### src/rtl/fetch_unit_pkg.sv
// Shared definitions for the WISC-15 instruction-fetch stage.
// Contents: fetch FSM state encoding, reset/NOP defaults and the
// {instr, pc} entry type carried by the skid buffer.
package fetch_unit_pkg;

    localparam logic [15:0] RESET_PC_DEF  = 16'h0000;
    localparam logic [15:0] NOP_INSTR_DEF = 16'h0000;

    typedef enum logic [1:0] {
        ST_FETCH  = 2'd0,
        ST_HOLD   = 2'd1,
        ST_DRAIN  = 2'd2,
        ST_HALTED = 2'd3
    } fetch_state_t;

    typedef struct packed {
        logic [15:0] instr;
        logic [15:0] pc;
    } fetch_entry_t;

endpackage

### src/rtl/fetch_unit_if.sv
// Instruction-memory request/ready handshake.
//   req   : fetch request (fetch -> memory)
//   addr  : word address of the request (fetch -> memory)
//   rdy   : request completes this cycle when req & rdy (memory -> fetch)
//   rdata : instruction word, valid with rdy (memory -> fetch)
interface fetch_unit_if;
    logic        req;
    logic [15:0] addr;
    logic        rdy;
    logic [15:0] rdata;

    modport master (output req, output addr, input rdy, input rdata);
    modport slave  (input req, input addr, output rdy, output rdata);
endinterface

### src/rtl/fetch_unit_skid.sv
// One-entry {instr, pc} skid buffer for the fetch stage.
//   clk, rst_n : clock, async active-low reset
//   load       : capture in_entry and mark full
//   unload     : entry consumed, mark empty
//   clear      : flush (wins over load)
//   in_entry   : entry to capture
//   out_entry  : stored entry
//   full       : entry present
module fetch_skid_buf
    import fetch_unit_pkg::*;
(
    input  logic         clk,
    input  logic         rst_n,
    input  logic         load,
    input  logic         unload,
    input  logic         clear,
    input  fetch_entry_t in_entry,
    output fetch_entry_t out_entry,
    output logic         full
);

    always_ff @(posedge clk or negedge rst_n) begin
        if (!rst_n) begin
            full      <= 1'b0;
            out_entry <= '0;
        end else begin
            if (clear || unload) begin
                full <= 1'b0;
            end else if (load) begin
                full <= 1'b1;
            end
            if (load && !clear) begin
                out_entry <= in_entry;
            end
        end
    end

endmodule

### src/rtl/fetch_unit.sv
// WISC-15 instruction-fetch stage: owns the PC, drives the instruction
// memory handshake and fills the IF/ID pipeline register.
//   clk, rst_n      : clock, async active-low reset
//   redirect_valid  : load redirect_pc (taken branch/call/ret downstream)
//   redirect_pc     : target PC from the next-PC logic
//   stall           : decode cannot accept a new IF/ID entry
//   halt            : decode holds a HALT instruction
//   imem            : instruction-memory handshake (master side)
//   pc_out          : current fetch PC
//   if_id_instr     : instruction to decode (NOP_INSTR when not valid)
//   if_id_pc        : PC of if_id_instr
//   if_id_valid     : IF/ID entry valid
//   halted          : core halted, exit only via reset
module fetch_unit
    import fetch_unit_pkg::*;
#(
    parameter logic [15:0] RESET_PC  = RESET_PC_DEF,
    parameter logic [15:0] NOP_INSTR = NOP_INSTR_DEF
) (
    input  logic                clk,
    input  logic                rst_n,
    input  logic                redirect_valid,
    input  logic [15:0]         redirect_pc,
    input  logic                stall,
    input  logic                halt,
    fetch_unit_if.master        imem,
    output logic [15:0]         pc_out,
    output logic [15:0]         if_id_instr,
    output logic [15:0]         if_id_pc,
    output logic                if_id_valid,
    output logic                halted
);

    fetch_state_t state;
    logic [15:0]  pc;
    logic [15:0]  drain_addr;   // address of the stale request being drained
    logic         req_q;
    logic         halt_pend;
    logic [15:0]  id_instr_q;
    logic [15:0]  id_pc_q;
    logic         id_valid_q;

    logic         fire;
    logic         active;
    logic         redir;
    logic         halt_go;
    logic         skid_load;
    logic         skid_unload;
    logic         skid_clear;
    logic         skid_full;
    fetch_entry_t skid_in;
    fetch_entry_t skid_out;

    assign fire    = req_q & imem.rdy;
    assign active  = (state != ST_HALTED);
    assign redir   = redirect_valid & active;
    assign halt_go = halt & active & ~redirect_valid;

    always_comb begin
        skid_clear  = redir | halt_go;
        skid_load   = !skid_clear && (state == ST_FETCH) && fire && stall && id_valid_q;
        skid_unload = !skid_clear && (state == ST_HOLD) && !stall;
        skid_in     = '{instr: imem.rdata, pc: pc};
    end

    fetch_skid_buf u_skid (
        .clk       (clk),
        .rst_n     (rst_n),
        .load      (skid_load),
        .unload    (skid_unload),
        .clear     (skid_clear),
        .in_entry  (skid_in),
        .out_entry (skid_out),
        .full      (skid_full)
    );

    // req is registered from the next state, so it is low during reset and
    // first rises one edge after rst_n deasserts.
    always_ff @(posedge clk or negedge rst_n) begin
        if (!rst_n) begin
            state      <= ST_FETCH;
            pc         <= RESET_PC;
            drain_addr <= '0;
            req_q      <= 1'b0;
            halt_pend  <= 1'b0;
            id_instr_q <= NOP_INSTR;
            id_pc_q    <= '0;
            id_valid_q <= 1'b0;
        end else if (redir) begin
            id_valid_q <= 1'b0;
            halt_pend  <= 1'b0;
            pc         <= redirect_pc;
            req_q      <= 1'b1;
            if (req_q && !imem.rdy) begin
                // The stale request must complete at its original address.
                state <= ST_DRAIN;
                if (state != ST_DRAIN) drain_addr <= pc;
            end else begin
                state <= ST_FETCH;
            end
        end else if (halt_go) begin
            id_valid_q <= 1'b0;
            if (req_q && !imem.rdy) begin
                halt_pend <= 1'b1;
                state     <= ST_DRAIN;
                req_q     <= 1'b1;
                if (state != ST_DRAIN) drain_addr <= pc;
            end else begin
                if (fire && (state == ST_FETCH || halt_pend)) pc <= pc + 16'd1;
                state     <= ST_HALTED;
                req_q     <= 1'b0;
                halt_pend <= 1'b0;
            end
        end else begin
            unique case (state)
                ST_FETCH: begin
                    req_q <= 1'b1;
                    if (fire) begin
                        pc <= pc + 16'd1;
                        if (!stall || !id_valid_q) begin
                            id_instr_q <= imem.rdata;
                            id_pc_q    <= pc;
                            id_valid_q <= 1'b1;
                        end else begin
                            state <= ST_HOLD;
                            req_q <= 1'b0;
                        end
                    end else if (!stall) begin
                        id_valid_q <= 1'b0;
                    end
                end
                ST_HOLD: begin
                    if (!stall) begin
                        id_instr_q <= skid_out.instr;
                        id_pc_q    <= skid_out.pc;
                        id_valid_q <= skid_full;
                        state      <= ST_FETCH;
                        req_q      <= 1'b1;
                    end
                end
                ST_DRAIN: begin
                    if (imem.rdy) begin
                        halt_pend <= 1'b0;
                        if (halt_pend) begin
                            pc    <= pc + 16'd1;
                            state <= ST_HALTED;
                            req_q <= 1'b0;
                        end else begin
                            state <= ST_FETCH;
                            req_q <= 1'b1;
                        end
                    end
                end
                ST_HALTED: begin
                    req_q <= 1'b0;
                end
            endcase
        end
    end

    assign imem.req    = req_q;
    assign imem.addr   = (state == ST_DRAIN) ? drain_addr : pc;
    assign pc_out      = pc;
    assign if_id_instr = id_valid_q ? id_instr_q : NOP_INSTR;
    assign if_id_pc    = id_pc_q;
    assign if_id_valid = id_valid_q;
    assign halted      = (state == ST_HALTED);

endmodule

### src/flat_wrapper.sv
// flat-port wrapper written by rule: the top's interface ports become plain ports
module fetch_unit_flat import fetch_unit_pkg::*;
#(
    parameter logic [15:0] RESET_PC  = RESET_PC_DEF,
    parameter logic [15:0] NOP_INSTR = NOP_INSTR_DEF
)
  (clk, rst_n, redirect_valid, redirect_pc, stall, halt, pc_out, if_id_instr, if_id_pc, if_id_valid, halted, imem_req, imem_addr, imem_rdy, imem_rdata);
  fetch_unit_if imem_i ();
  input  logic clk;
  input  logic rst_n;
  input  logic redirect_valid;
  input  logic [15:0] redirect_pc;
  input  logic stall;
  input  logic halt;
  output logic [15:0] pc_out;
  output logic [15:0] if_id_instr;
  output logic [15:0] if_id_pc;
  output logic if_id_valid;
  output logic halted;
  output wire logic [$bits(imem_i.req)-1:0] imem_req;
  output wire logic [$bits(imem_i.addr)-1:0] imem_addr;
  input wire logic [$bits(imem_i.rdy)-1:0] imem_rdy;
  input wire logic [$bits(imem_i.rdata)-1:0] imem_rdata;
  assign imem_req = imem_i.req;
  assign imem_addr = imem_i.addr;
  assign imem_i.rdy = imem_rdy;
  assign imem_i.rdata = imem_rdata;
  fetch_unit #(.RESET_PC(RESET_PC), .NOP_INSTR(NOP_INSTR)) u_core (.clk(clk), .rst_n(rst_n), .redirect_valid(redirect_valid), .redirect_pc(redirect_pc), .stall(stall), .halt(halt), .imem(imem_i), .pc_out(pc_out), .if_id_instr(if_id_instr), .if_id_pc(if_id_pc), .if_id_valid(if_id_valid), .halted(halted));
endmodule
### config.mk
export PLATFORM = sky130hd
export DESIGN_NAME = fetch_unit_flat
export DESIGN_NICKNAME = d
export VERILOG_FILES = /design/src/rtl/fetch_unit_pkg.sv /design/src/rtl/fetch_unit_if.sv /design/src/rtl/fetch_unit_skid.sv /design/src/rtl/fetch_unit.sv /design/src/flat_wrapper.sv
export SDC_FILE = /design/constraint.sdc
export NUM_CORES = 1
export LEC_CHECK = 0
export ABC_AREA = 1
export CAP_MARGIN = 20
export CORE_MARGIN = 4
export CORE_UTILIZATION = 44
export CTS_CLUSTER_DIAMETER = 40
export DETAILED_ROUTE_END_ITERATION = 7
export PLACE_DENSITY = 0.68
export SYNTH_ARGS = -nofsm -noshare
export SYNTH_HDL_FRONTEND = slang
export SYNTH_SLANG_ARGS = --single-unit
export TNS_END_PERCENT = 50
### constraint.sdc
create_clock -name clk -period 1.8 [get_ports clk]
set_input_delay 0.36 -clock clk [delete_from_list [all_inputs] [get_ports clk]]
set_output_delay 0.36 -clock clk [all_outputs]
set_load 0.005 [all_outputs]
==> results.rst, run 1 <==
.. list-table::
   :header-rows: 1

   * - Metric
     - Value
   * - Outcome
     - finished with violations
   * - Failing checks
     - negative setup slack
   * - Global-route usage over all layers
     - 19.5%
   * - Req. time, crit path
     - about 1.4 ns
   * - Final Cycle Share
     - 102%
   * - Layout cell share with drive strength beyond 1
     - about an eighth
   * - Worst slew slack as a fraction of its limit
     - 76.5%
   * - Worst R2R Setup Slack
     - approximately 0.16 ns
   * - Hold Worst Slack
     - around 0.47 ns
   * - Maximum clock insertion buffer count
     - 2
   * - Gate power share
     - 49.3%
   * - Via count normalized by instance count
     - around 5.0
   * - Max-capacitance violation count
     - 0
   * - Clock-pin slew reported for the worst setup and hold paths after clock tree synthesis
     - roughly 0.070 ns
   * - Worst-Skew Late Latency
     - roughly 0.34 ns
   * - Critical Path Sink Type
     - output port
   * - Worst Skew
     - 0.00809 ns
   * - Maximum number of pins on one net before global-route repair
     - 65
   * - Synthesized cell area
     - a little over 5000 µm²
   * - Die Span X
     - roughly 120 µm
   * - Final setup viols
     - 3
   * - Clock sink count
     - 102
   * - Routed vias
     - around 4800
   * - Worst VDD drop
     - around 800 µV
   * - Flop pwr share
     - 33.4%
   * - Root cell of the clock tree
     - sky130_fd_sc_hd__clkbuf_16
   * - RePlAce Congestion
     - ~0.97
   * - Share of total power in the clock network
     - between 15 and 20%
   * - Net switching power of the design
     - ~0.0045 W
   * - Type of the setup path with the least slack
     - flip-flop to output port
   * - Launch instance of the worst register-to-register path
     - u_core.state[0]
   * - Total negative slack
     - -0.0888 ns
   * - Total Nets Final
     - ~850
   * - Maximum clock rate
     - 542 MHz
   * - Wire length of the first global-routing pass
     - roughly 21000 µm
   * - Starting utilization of the core area
     - 45.9%
   * - DRT Pass-1 Iters
     - 5
   * - Final core occ
     - between 60 and 70%
   * - TritonCTS clock tree
     - built
   * - Seq/Total Area, Yosys
     - roughly half
   * - Post-route setup slack
     - -0.0446 ns
   * - Count of endpoints failing hold in the final timing report
     - 0
   * - Post-synthesis to final-layout area growth
     - 35.3%
   * - Worst-margin pin slew
     - approximately 0.35 ns
   * - Number of top-level pins
     - roughly 110
   * - Number of clock buffers inserted by TritonCTS
     - 9
   * - Violation count after the first detailed-route iteration
     - ~400
   * - Flops & latches, synth
     - 102
   * - Mean area per synthesized cell
     - around 7.5 µm²
   * - Final critical delay including setup and external delays
     - about 1.8 ns
   * - Placed wire-length estimate after detailed placement
     - approximately 9000 µm
   * - Switching fraction of total power
     - around two fifths
   * - Number of I/O port buffers
     - 104
   * - Power Density
     - roughly 1700 nW/µm²
   * - Total congestion overflow after global routing
     - 0
   * - Number of antenna-violating nets in the routed design
     - 0
   * - Number of enable-type register cells in the synthesized netlist
     - 0
   * - Number of global-route vias before repair
     - around 4500
   * - Most common cell after layout, fill and taps aside
     - sky130_fd_sc_hd__nand2_1
   * - Net Count, Synth
     - about 720
   * - Internal Power
     - between 0.006 and 0.007 W
   * - Arr. time, crit path
     - approximately 1.5 ns
   * - Largest driver fanout on the critical path
     - 6
   * - Post-synthesis async set-or-reset flop share
     - 100%
   * - Maximum level of the CTS H-tree
     - 3
   * - Count of different cell masters after synthesis
     - 27
   * - Die height
     - ~120 µm
   * - Top library cells by usage in the layout, fill and taps aside
     - sky130_fd_sc_hd__nand2_1, sky130_fd_sc_hd__o21ai_0, sky130_fd_sc_hd__dfrtp_1
   * - Core ar.
     - 11100 µm²
   * - Hold/Removal Path Class
     - input port to asynchronous set/reset pin
   * - Number of instances in the synthesized netlist
     - between 600 and 700
   * - Yosys warning total
     - 0
   * - Count of pins over their slew limit
     - 0
   * - Number of antenna violations at the first check in global routing
     - 0
   * - Reg-to-reg endpoint
     - u_core.pc_out[1]
   * - # rows
     - 38
   * - FF-to-FF path depth
     - 7
   * - WL per Instance
     - between 10 and 15 µm
   * - Number of antenna repair diodes
     - 0
   * - Startpoint class of the critical path
     - flip-flop
   * - Setup repair after global routing missed its margin
     - yes
   * - DRC violations left
     - 0
   * - LEAKAGE
     - 3.58 nW
   * - Total wire length
     - 12800 µm
   * - Die ar.
     - roughly 13000 µm²
   * - Most instantiated flip-flop cell in the synthesis netlist
     - sky130_fd_sc_hd__dfrtp_1
power by group through the flow:
stage	registers, W	logic, W	clock network, W
after floorplan	0.00386	0.00283	0
after global placement	0.00383	0.00554	0
after detailed placement	0.00386	0.00566	0
after CTS	0.00383	0.00549	0.00204
after global routing	0.00397	0.00641	0.00212
final	0.00385	0.00568	0.00199
cells in the mapped netlist (3+ instances only):
cell type	count	area share (%)
sky130_fd_sc_hd__o21ai_1	39	3.8
sky130_fd_sc_hd__buf_2	19	1.9
sky130_fd_sc_hd__nand2_1	249	18
sky130_fd_sc_hd__clkbuf_1	9	0.66
sky130_fd_sc_hd__nand3_1	30	3.0
sky130_fd_sc_hd__dfrtp_1	102	50
sky130_fd_sc_hd__buf_1	3	0.22
sky130_fd_sc_hd__a21oi_1	3	0.30
sky130_fd_sc_hd__inv_1	62	4.6
sky130_fd_sc_hd__nand4_1	4	0.49
sky130_fd_sc_hd__nor2_1	29	2.1
sky130_fd_sc_hd__o21ai_0	111	11
per-stage QoR:
step                      std cells  setup WS (ns)  cell area, µm²  total power [W]
final                           953        -0.0446            6880           0.0115
after CTS                       949        -0.0753            6800           0.0114
after floorplan                 680          0.291            5090          0.00669
after detailed placement        932         -0.122            6550          0.00952
after global routing            953         -0.116            6880           0.0125
after global placement          932        -0.0782            6550          0.00937
flip-flops by register name, indices dropped and copies added (netlist names):
name                     cells
u_core.halt_pend             1
u_core.if_id_valid           1
u_core.state                 2
u_core.drain_addr           16
u_core.id_instr_q           16
u_core.imem.req              1
u_core.pc_out               16
u_core.u_skid.full           1
u_core.u_skid.out_entry     32
u_core.if_id_pc             16
routing by layer:
layer | up-vias | wire (µm) | GRT usage [%]
met3 | 29 | 871 | 3.50
met4 | 0 | 260 | 6.10
met5 | - | 0 | 0
met2 | 174 | 5350 | 28.3
li1 | 2441 | - | -
met1 | 2150 | 6310 | 29.7
worst max path at each step:
stage	startpoint	endpoint	slack [ns]	depth (start not counted)
floorplan	u_core.state[0]	imem_addr[0]	0.29	6
global placement	u_core.state[0]	imem_addr[11]	-0.08	6
detailed placement	imem_rdy	u_core.pc_out[1]	-0.12	8
CTS	u_core.state[1]	halted	-0.08	4
global route	u_core.state[0]	imem_addr[7]	-0.12	7
finish	u_core.state[1]	imem_addr[7]	-0.04	5
kinds of logic (layout without fill, tap and decap cells):
| group | after synthesis | after routing | synth area share [%] |
|---|---|---|---|
| AND/OR/NAND/NOR | 318 | 318 | 25.2 |
| AO/OA/AOI/OAI | 158 | 158 | 15.8 |
| flip-flops | 102 | 102 | 50.2 |
| buffers and inverters | 98 | 231 | 8.07 |
| multiplexers | 2 | 2 | 0.394 |
| adder cells (fa/ha/maj) | 1 | 1 | 0.246 |
| XOR/XNOR | 1 | 1 | 0.172 |
worst max-delay path, stage by stage (launching register included):
cell and delay [ns]:
sky130_fd_sc_hd__dfrtp_1 0.41, sky130_fd_sc_hd__nand2_2 0.12, sky130_fd_sc_hd__inv_4 0.07, sky130_fd_sc_hd__clkbuf_16 0.16, sky130_fd_sc_hd__o21ai_2 0.15, sky130_fd_sc_hd__clkdlybuf4s15_2 0.23
timing repair:
| item | in CTS | in global routing |
|---|---|---|
| gates cloned | 0 | 3 |
| resized for setup | 83 | 17 |
| endpoints found under the hold margin | 18 | 0 |
| hold buffers | 1 | 0 |
| endpoints found under the setup margin | 33 | 24 |
| buffers inserted | 0 | 1 |
layout make-up:
cell class | count | area (µm²)
inverters | 64 | 243
well taps | 140 | 175
clock buffers | 10 | 229
multi-input cells | 480 | 2150
repair buffers | 151 | 1450
fillers | 990 | 4200
flip-flops and latches | 102 | 2550
clock inverters | 6 | 76.3
No activity file was read; power rests on OpenSTA's default activity.
==> run 2, diff against run 1 <==
--- a/config.mk
+++ b/config.mk
@@ -11,6 +11,7 @@
 export CORE_UTILIZATION = 44
 export CTS_CLUSTER_DIAMETER = 40
 export DETAILED_ROUTE_END_ITERATION = 7
+export HOLD_SLACK_MARGIN = 0.08
 export PLACE_DENSITY = 0.68
 export SYNTH_ARGS = -nofsm -noshare
 export SYNTH_HDL_FRONTEND = slang
==> results of run 2 <==
The final DEF is identical to that of run 1; final timing and power are the same.
